==> src/rtl/instruction_fetch_window.sv <==
// instruction_fetch_window
// Consumer side of the 8-byte instruction prefetch queue. Owns the queue read
// pointer and the redirect strobe, strips V33 prefix bytes one per ce_1, and
// presents a byte-aligned window of opcode/operand bytes to the decoder.
//
// state  | meaning
// -------+-----------------------------------------------------------------
// PREFIX | stripping prefix bytes at head; waits for a non-prefix byte
// READY  | prefixes done, window byte 0 is the opcode; waits for consume
module instruction_fetch_window #(
    parameter int          WINDOW   = 6,
    parameter logic [15:0] RESET_PC = 16'h0
) (
    input  logic                  clk,
    input  logic                  reset,
    input  logic                  ce_1,
    input  logic [63:0]           ipq,
    input  logic [3:0]            ipq_len,
    output logic [15:0]           ipq_head,
    output logic                  pfp_set,
    input  logic                  branch_req,
    input  logic [15:0]           branch_target,
    output logic [8*WINDOW-1:0]   win_bytes,
    output logic [3:0]            win_avail,
    output logic                  opcode_valid,
    input  logic                  consume,
    input  logic [2:0]            consume_len,
    output logic [15:0]           inst_pc,
    output logic                  seg_override,
    output logic [1:0]            seg_override_sreg,
    output logic [1:0]            rep_prefix,
    output logic                  buslock_prefix,
    output logic [2:0]            prefix_count,
    output logic                  implementation_fault
);

    // Segment register index encoding (sreg_index_e)
    localparam logic [1:0] SREG_DS1 = 2'd0;
    localparam logic [1:0] SREG_PS  = 2'd1;
    localparam logic [1:0] SREG_SS  = 2'd2;
    localparam logic [1:0] SREG_DS0 = 2'd3;

    localparam logic [3:0] WIN_MAX = 4'(WINDOW);

    typedef enum logic {PREFIX = 1'b0, READY = 1'b1} state_e;

    state_e     state_q, state_d;
    logic [7:0] byte0;
    logic       is_prefix;
    logic       do_branch;
    logic       do_strip;
    logic       take;
    logic       len_bad;
    logic       do_retire;
    logic       do_fault;
    logic [15:0] head_next;

    // Window byte selection and availability; the window may straddle ipq[7]->ipq[0]
    always_comb begin
        logic [2:0] idx;
        win_bytes = '0;
        for (int i = 0; i < WINDOW; i++) begin
            idx = ipq_head[2:0] + 3'(i);
            win_bytes[8*i +: 8] = ipq[{idx, 3'b000} +: 8];
        end
        if (pfp_set)
            win_avail = 4'd0;
        else if (ipq_len < WIN_MAX)
            win_avail = ipq_len;
        else
            win_avail = WIN_MAX;
    end

    // Prefix classification of the byte at head and the qualified per-ce_1 events
    always_comb begin
        byte0 = ipq[{ipq_head[2:0], 3'b000} +: 8];
        case (byte0)
            8'h26, 8'h2E, 8'h36, 8'h3E, 8'hF0, 8'hF2, 8'hF3: is_prefix = 1'b1;
            default:                                          is_prefix = 1'b0;
        endcase
        do_branch = ce_1 & branch_req;
        do_strip  = ce_1 & ~branch_req & (state_q == PREFIX) & (win_avail != 4'd0) & is_prefix;
        take      = ce_1 & ~branch_req & opcode_valid & consume;
        len_bad   = (consume_len == 3'd0) | ({1'b0, consume_len} > win_avail);
        do_retire = take & ~len_bad;
        do_fault  = take & len_bad;
        head_next = ipq_head + {13'd0, consume_len};
    end

    // FSM state register
    always_ff @(posedge clk or posedge reset) begin
        if (reset)
            state_q <= PREFIX;
        else
            state_q <= state_d;
    end

    // FSM next-state logic; branch wins over everything else
    always_comb begin
        state_d = state_q;
        if (do_branch)
            state_d = PREFIX;
        else if (ce_1) begin
            case (state_q)
                PREFIX:  if (win_avail != 4'd0 && !is_prefix) state_d = READY;
                READY:   if (do_retire) state_d = PREFIX;
                default: state_d = PREFIX;
            endcase
        end
    end

    // FSM outputs
    always_comb begin
        opcode_valid = (state_q == READY) & (win_avail != 4'd0);
    end

    // Fetch pointer, instruction PC, redirect strobe and sticky fault
    always_ff @(posedge clk or posedge reset) begin
        if (reset) begin
            ipq_head             <= RESET_PC;
            inst_pc              <= RESET_PC;
            pfp_set              <= 1'b0;
            implementation_fault <= 1'b0;
        end else if (ce_1) begin
            pfp_set <= branch_req;
            if (do_branch) begin
                ipq_head <= branch_target;
                inst_pc  <= branch_target;
            end else if (do_retire) begin
                ipq_head <= head_next;
                inst_pc  <= head_next;
            end else if (do_strip) begin
                ipq_head <= ipq_head + 16'd1;
            end
            if (do_fault)
                implementation_fault <= 1'b1;
        end
    end

    // Latched prefix attributes; later segment / REP prefixes override earlier ones
    always_ff @(posedge clk or posedge reset) begin
        if (reset) begin
            seg_override      <= 1'b0;
            seg_override_sreg <= SREG_DS1;
            rep_prefix        <= 2'b00;
            buslock_prefix    <= 1'b0;
            prefix_count      <= 3'd0;
        end else if (do_branch || do_retire) begin
            seg_override      <= 1'b0;
            seg_override_sreg <= SREG_DS1;
            rep_prefix        <= 2'b00;
            buslock_prefix    <= 1'b0;
            prefix_count      <= 3'd0;
        end else if (do_strip) begin
            if (prefix_count != 3'd7)
                prefix_count <= prefix_count + 3'd1;
            case (byte0)
                8'h26: begin seg_override <= 1'b1; seg_override_sreg <= SREG_DS1; end
                8'h2E: begin seg_override <= 1'b1; seg_override_sreg <= SREG_PS;  end
                8'h36: begin seg_override <= 1'b1; seg_override_sreg <= SREG_SS;  end
                8'h3E: begin seg_override <= 1'b1; seg_override_sreg <= SREG_DS0; end
                8'hF0: buslock_prefix <= 1'b1;
                8'hF2: rep_prefix     <= 2'b10;
                8'hF3: rep_prefix     <= 2'b11;
                default: ;
            endcase
        end
    end

endmodule

==> config.mk <==
export PLATFORM = sky130hd
export DESIGN_NAME = instruction_fetch_window
export DESIGN_NICKNAME = d
export VERILOG_FILES = /design/src/rtl/instruction_fetch_window.sv
export SDC_FILE = /design/constraint.sdc
export NUM_CORES = 1
export LEC_CHECK = 0
export ABC_AREA = 0
export CAP_MARGIN = 0
export CORE_UTILIZATION = 35
export DETAILED_ROUTE_END_ITERATION = 7
export MAX_ROUTING_LAYER = met4
export PLACE_DENSITY_LB_ADDON = 0.08
export SYNTH_ARGS = -nofsm -noshare
export SYNTH_HDL_FRONTEND = slang
export SYNTH_SLANG_ARGS = --single-unit
export TNS_END_PERCENT = 5
==> constraint.sdc <==
create_clock -name clk -period 6.65 [get_ports clk]
set_input_delay 1.33 -clock clk [delete_from_list [all_inputs] [get_ports clk]]
set_output_delay 1.33 -clock clk [all_outputs]
set_load 0.01 [all_outputs]
==> qor.csv, run 1 <==
metric,value,unit
cts_tree,yes,
core-area,0.01515,mm2
postCtsResizedCells,0,
grt_use_met1,31.22,%
synth_nets,658,
fill_cells,1431,
clk_path_buf_depth,2,
ir_drop,0.1371,mV
place_hpwl,13610,um
synth_top_area_share,26.95,%
hold_viol_final,0,
postCtsSetupRepairBufs,0,
p_sw,1.079,mW
cp-endpoint,win_bytes[25],
critPathMaxFanout,16,
initial_core_util,35.86,%
syn_area_per_cell,9.804,um2
final_cells,905,
fin_crit,4.838,ns
vias,5453,
top_usage_layer,met2,
r2r_end,ipq_head[12],
setup_viol,0,
combPwrFrac,74.4,%
async_flop_share,100.0,%
grt_max_degree,53,
placed_area,0.007437,mm2
track_usage,24.11,%
nets,819,
slew-limit-headroom,23.96,%
clk_pin_slew_worst_paths,0.07,ns
vias_per_cell,6.025,
worstSkewPairLatency,0.29,ns
die_h,126.6,um
worst_slack,1.812,ns
gr-usage-met3,2.320,%
drt_wl_total,18680,um
root_buffer,clkbuf_16,
use_met2,40.30,%
ys_seq_area_share,20.27,%
gp_congestion,0.8797,
tns,0,ns
die_w,126.6,um
fin_crit_sh,72.75,%
fmax,206.7,MHz
yosysWarnings,0,
end_kind,output port,
wl_per_cell,20.65,um
arrival,3.51,ns
critPathRequiredTime,5.32,ns
clkPwrFrac,11.3,%
status,finished clean,
p_leak,2.976,nW
row_count,45,
first_pass_iters,6,
drc,0,
fin_skew,0.007695,ns
synthFlopType,dfrtp_1,
p_per_area,348.9,mW/mm2
io_buffers,186,
drv_slew,0,
cts_hold_buf,0,
clock_sinks,44,
crit_start,ipq_head[1],
layout-drive-gt1-share,17.88,%
syn_area,0.005431,mm2
globalRouteOverflowTotal,0,
dp_cells,896,
cp-start-kind,flop,
antenna_found_initial,1,
intPower,1.579,mW
syn_inst,554,
postLayoutCellArea,0.007617,mm2
tightest_slew,1.135,ns
holdCritPathClass,flop to flop,
detail-route-antenna-nets,0,
ys_seq_elements,44,
reg2reg_slack,3.03,ns
synthDistinctLibCells,63,
htree_num_levels,2,
synth_area_leader_cell,mux4_2,
grt_pass1_wl,29320,um
r2r-start,ipq_head[1],
synth.area.top_cells,"mux4_2 27%, dfrtp_1 20%, mux2_2 6.4%",
ioPinCount,188,
dp_worst_setup_slack,1.912,ns
synth_edf_count,0,
cts_buffers,5,
drt_iter0_drc,361,
r2r_cells,8,
p_seq_share,14.3,%
layout-area-overhead-vs-synth,40.24,%
drv_cap,0,
swShare,40.59,%
crit_type,flop to output port,
dieArea,0.01602,mm2
rsz0062_at_grt,no,
grt_pass1_vias,5325,
per-layer routing:
metal	vias up	share of wire, %
met2	271	48
met4	0	2.4
met1	2679	42
li1	2472	-
met5	-	0
met3	31	7.3
how the worst min path moves through the flow:
| stage | to | depth (start not counted) | slack (ns) | from |
|---|---|---|---|---|
| 2_1_floorplan | implementation_fault | 1 | 0.50 | implementation_fault |
| 3_3_place_gp | inst_pc[9] | 1 | 0.46 | inst_pc[9] |
| 3_5_place_dp | implementation_fault | 1 | 0.47 | implementation_fault |
| 4_1_cts | inst_pc[9] | 1 | 0.49 | inst_pc[9] |
| 5_1_grt | inst_pc[15] | 2 | 0.52 | inst_pc[15] |
| 6_report | inst_pc[9] | 1 | 0.48 | inst_pc[9] |
worst max-delay path, cell delays in order, from the launching register on:
cell and delay (ns):
dfrtp_2 0.35, clkinv_1 0.39, ha_1 0.40, xnor2_2 0.87, mux4_2 0.42, mux2_2 0.27, clkdlybuf4s50_1 0.51
synth_stat cells, types with 5 or more instances:
| master | n |
|---|---|
| mux2_2 | 31 |
| a22oi_1 | 5 |
| ha_1 | 11 |
| clkbuf_1 | 26 |
| a21oi_1 | 14 |
| mux2i_1 | 29 |
| inv_1 | 21 |
| xnor2_1 | 9 |
| xor2_1 | 8 |
| buf_1 | 8 |
| mux4_2 | 65 |
| o21ai_0 | 27 |
| o211ai_1 | 9 |
| nand2_1 | 80 |
| and3_1 | 8 |
| dfrtp_1 | 44 |
| nor2_1 | 34 |
| nand3_1 | 32 |
| o22ai_1 | 9 |
per-stage QoR:
step | util [%] | power (mW) | hold WS [ns]
after floorplan | - | 1.569 | 0.5032
after detailed placement | 49.10 | 2.367 | 0.4666
after global routing | 50.29 | 2.827 | 0.5162
after global placement | 49.10 | 2.351 | 0.4627
after CTS | 50.28 | 2.682 | 0.4863
final | 50.29 | 2.658 | 0.4774
cell type report:
| type | count | area, um2 | area share [%] |
|---|---|---|---|
| clock buffer | 6 | 138.9 | 1.823 |
| clock inverter | 2 | 38.79 | 0.5092 |
| sequential | 44 | 1104 | 14.49 |
| timing repair buffer | 196 | 1937 | 25.43 |
| multi-input combinational | 446 | 4079 | 53.55 |
| inverter | 22 | 82.58 | 1.084 |
| antenna | 1 | 2.502 | 0.03285 |
| tap | 188 | 235.2 | 3.088 |
power groups by stage:
| stage | Sequential, mW | Combinational, mW | Clock [mW] |
|---|---|---|---|
| after floorplan | 0.378 | 1.19 | 0 |
| after global placement | 0.382 | 1.97 | 0 |
| after detailed placement | 0.384 | 1.98 | 0 |
| after CTS | 0.379 | 1.99 | 0.309 |
| after global routing | 0.389 | 2.12 | 0.314 |
| final | 0.380 | 1.98 | 0.300 |
sequential cells by signal (all words and copies together), names as in the netlist:
register,count
seg_override_sreg,2
state_q,1
prefix_count,3
pfp_set,1
buslock_prefix,1
ipq_head,16
implementation_fault,1
inst_pc,16
rep_prefix,2
seg_override,1
logic make-up (layout without fill, tap and decap cells):
family                   Yosys count  count (layout)  synth area share (%)
flip-flops                        44              44                 20.27
adder cells (fa/ha/maj)           12              12                 2.903
AO/OA/AOI/OAI                    109             109                 14.05
other                              1               2               0.06904
multiplexers                     128             128                 39.97
XOR/XNOR                          17              17                 2.741
AND/OR/NAND/NOR                  179             179                 15.02
buffers and inverters             64             226                 4.976
placed cells by master, fill, tap and decap left out, drive strengths merged, types with 5 or more instances in the layout:
cell	Yosys	routed
dfrtp	44	44
a22oi	5	5
clkdlybuf4s50	0	186
o21ai	28	28
xnor2	9	9
and3	8	8
mux4	67	67
nand2	80	80
clkbuf	26	6
nand3	32	32
o22ai	9	9
mux2	32	32
xor2	8	8
nor2	34	34
mux2i	29	29
ha	11	11
a21oi	14	14
buf	16	10
o211ai	9	9
inv	21	20
Note: power is estimated with default switching activity, not from simulation.
==> run 2, diff against run 1 <==
Clock period 6.65 ns to 4.49 ns, I/O delays scaled along.
==> run 2 against run 1 <==
- sequential power increased by 50%
- sequential share of layout area shrank 0.069 points
- combinational power increased by 50%
- clock power grew 47%
- non-clock buffer count increased by 6
- critical path depth up 1
- total power rose by 50%
- critical endpoint is now win_bytes[11]
- largest power group unchanged
==> qor.csv, run 2 (synthesis results as in run 1) <==
metric,value,unit
postCtsResizedCells,0,
dieArea,0.01602,mm2
slew-limit-headroom,37.53,%
layout-area-overhead-vs-synth,40.91,%
diodes,0,
intPower,2.341,mW
gp_congestion,0.8703,
vias_per_cell,5.976,
drv_cap,0,
detail-route-antenna-nets,0,
core-area,0.01515,mm2
hold_viol_final,0,
cts_tree,yes,
wl_per_cell,20.97,um
critPathMaxFanout,24,
rsz0062_at_grt,no,
register_area,0.001104,mm2
antenna_found_initial,0,
holdCritPathClass,flop to flop,
nets,825,
critPathRequiredTime,3.59,ns
initial_core_util,35.86,%
placed_area,0.007482,mm2
crit_path_top_delay_cell,mux4_2,
cts_hold_buf,0,
p_seq_share,14.4,%
multi_input_area,0.004079,mm2
globalRouteOverflowTotal,0,
end_kind,output port,
critical-path-top-delay-family,buffers and inverters,
fin_crit,3.880,ns
combPwrFrac,74.6,%
mostFrequentLayoutCells,"186 x clkdlybuf4s50_1, 80 x nand2_1, 65 x mux4_2, 42 x dfrtp_1, 34 x nor2_1",
root_buffer,clkbuf_16,
status,finished clean,
die_h,126.6,um
postCtsSetupRepairBufs,0,
worst_slack,0.6103,ns
p_per_area,520.1,mW/mm2
ioPinCount,188,
layout_commonest_cell,clkdlybuf4s50_1,
grt_pass1_wl,30050,um
arrival,2.98,ns
drv_slew,0,
fin_crit_sh,86.41,%
fin_skew,0.005790,ns
cp-start-kind,flop,
tns,0,ns
vias,5438,
die_w,126.6,um
clk_pin_slew_worst_paths,0.07,ns
drt_wl_total,19080,um
clkPwrFrac,11.1,%
max_stage_delay,0.58,ns
clk_path_buf_depth,2,
layout-drive-gt1-share,18.56,%
dp_cells,902,
place_hpwl,14300,um
crit_chain,clkinv_1 > buf_4 > ha_1 > buf_4 > mux4_2 > mux2_2 > clkdlybuf4s50_1,
fmax,257.8,MHz
path_buf_inv,4,
top_regs,"inst_pc (16), ipq_head (16), prefix_count (3)",
p_leak,2.998,nW
grt_max_degree,52,
dp_worst_setup_slack,0.5492,ns
clock_sinks,44,
swShare,41.19,%
final_cells,910,
grt_pass1_vias,5350,
row_count,45,
crit_top_cell,buf_4,
setup_viol,0,
worstSkewPairLatency,0.29,ns
htree_num_levels,2,
fill_cells,1411,
first_pass_iters,5,
io_buffers,186,
tightest_slew,0.9370,ns
cts_buffers,5,
drt_iter0_drc,431,
crit_type,flop to output port,
drc,0,
track_usage,24.53,%
postLayoutCellArea,0.007654,mm2
p_sw,1.639,mW
ir_drop,0.2252,mV
run 2: cell types whose count changed in the layout (fill, tap and decap cells not counted):
| cell | change |
|---|---|
| clkbuf_8 | -1 |
| inv_6 | +1 |
| clkinv_4 | -1 |
| diode_2 | -1 |
| clkinvlp_4 | +1 |
| buf_4 | +6 |
run 2: metrics by stage:
stage	hold WS [ns]	utilization, %	total power [mW]
6_report	0.4902	50.53	3.981
5_1_grt	0.5055	50.53	4.226
4_1_cts	0.4881	50.53	4.010
3_5_place_dp	0.4606	49.40	3.550
3_3_place_gp	0.4651	49.40	3.536
2_1_floorplan	0.5032	-	2.328
run 2: path summary, 6_finish.rpt:
path	endpoint	startpoint	depth (start not counted)	slack, ns
min in group asynchronous	pfp_set	reset	2	0.91
max reg2reg	ipq_head[14]	ipq_head[0]	10	1.10
max in group asynchronous	ipq_head[1]	reset	3	2.77
max	win_bytes[11]	ipq_head[1]	7	0.61
min	inst_pc[13]	inst_pc[13]	2	0.49
min reg2reg	inst_pc[13]	inst_pc[13]	2	0.49
run 2: per-layer routing:
layer	vias to the layer above	part of all wire (%)	track usage, %
li1	2478	-	-
met1	2705	44	33.09
met2	239	48	39.91
met3	16	7.3	3.290
met4	0	1.0	4.252
met5	-	0	-
run 2: area by class of cell:
type	instances	area share (%)
clock buffer	5	1.635
clock inverter	3	0.6049
multi-input combinational	446	53.29
tap	188	3.073
timing repair buffer	202	25.90
sequential	44	14.42
inverter	22	1.079
run 2: power by group through the flow:
stage               combinational (mW)  sequential [mW]  clock (mW)
detailed placement                2.97            0.577           0
global placement                  2.96            0.577           0
finish                            2.97            0.571       0.441
floorplan                         1.77            0.560           0
global route                      3.17            0.586       0.469
CTS                               2.99            0.570       0.450
run 2: worst register-to-register path: stages, from the launching register on:
cell and delay [ns]:
dfrtp_2 0.37, buf_4 0.61, ha_1 0.30, inv_1 0.06, fa_1 0.40, nor2b_1 0.12
o21ai_0 0.23, nor2_1 0.46, mux2i_1 0.26, o41a_1 0.36, o211ai_1 0.16
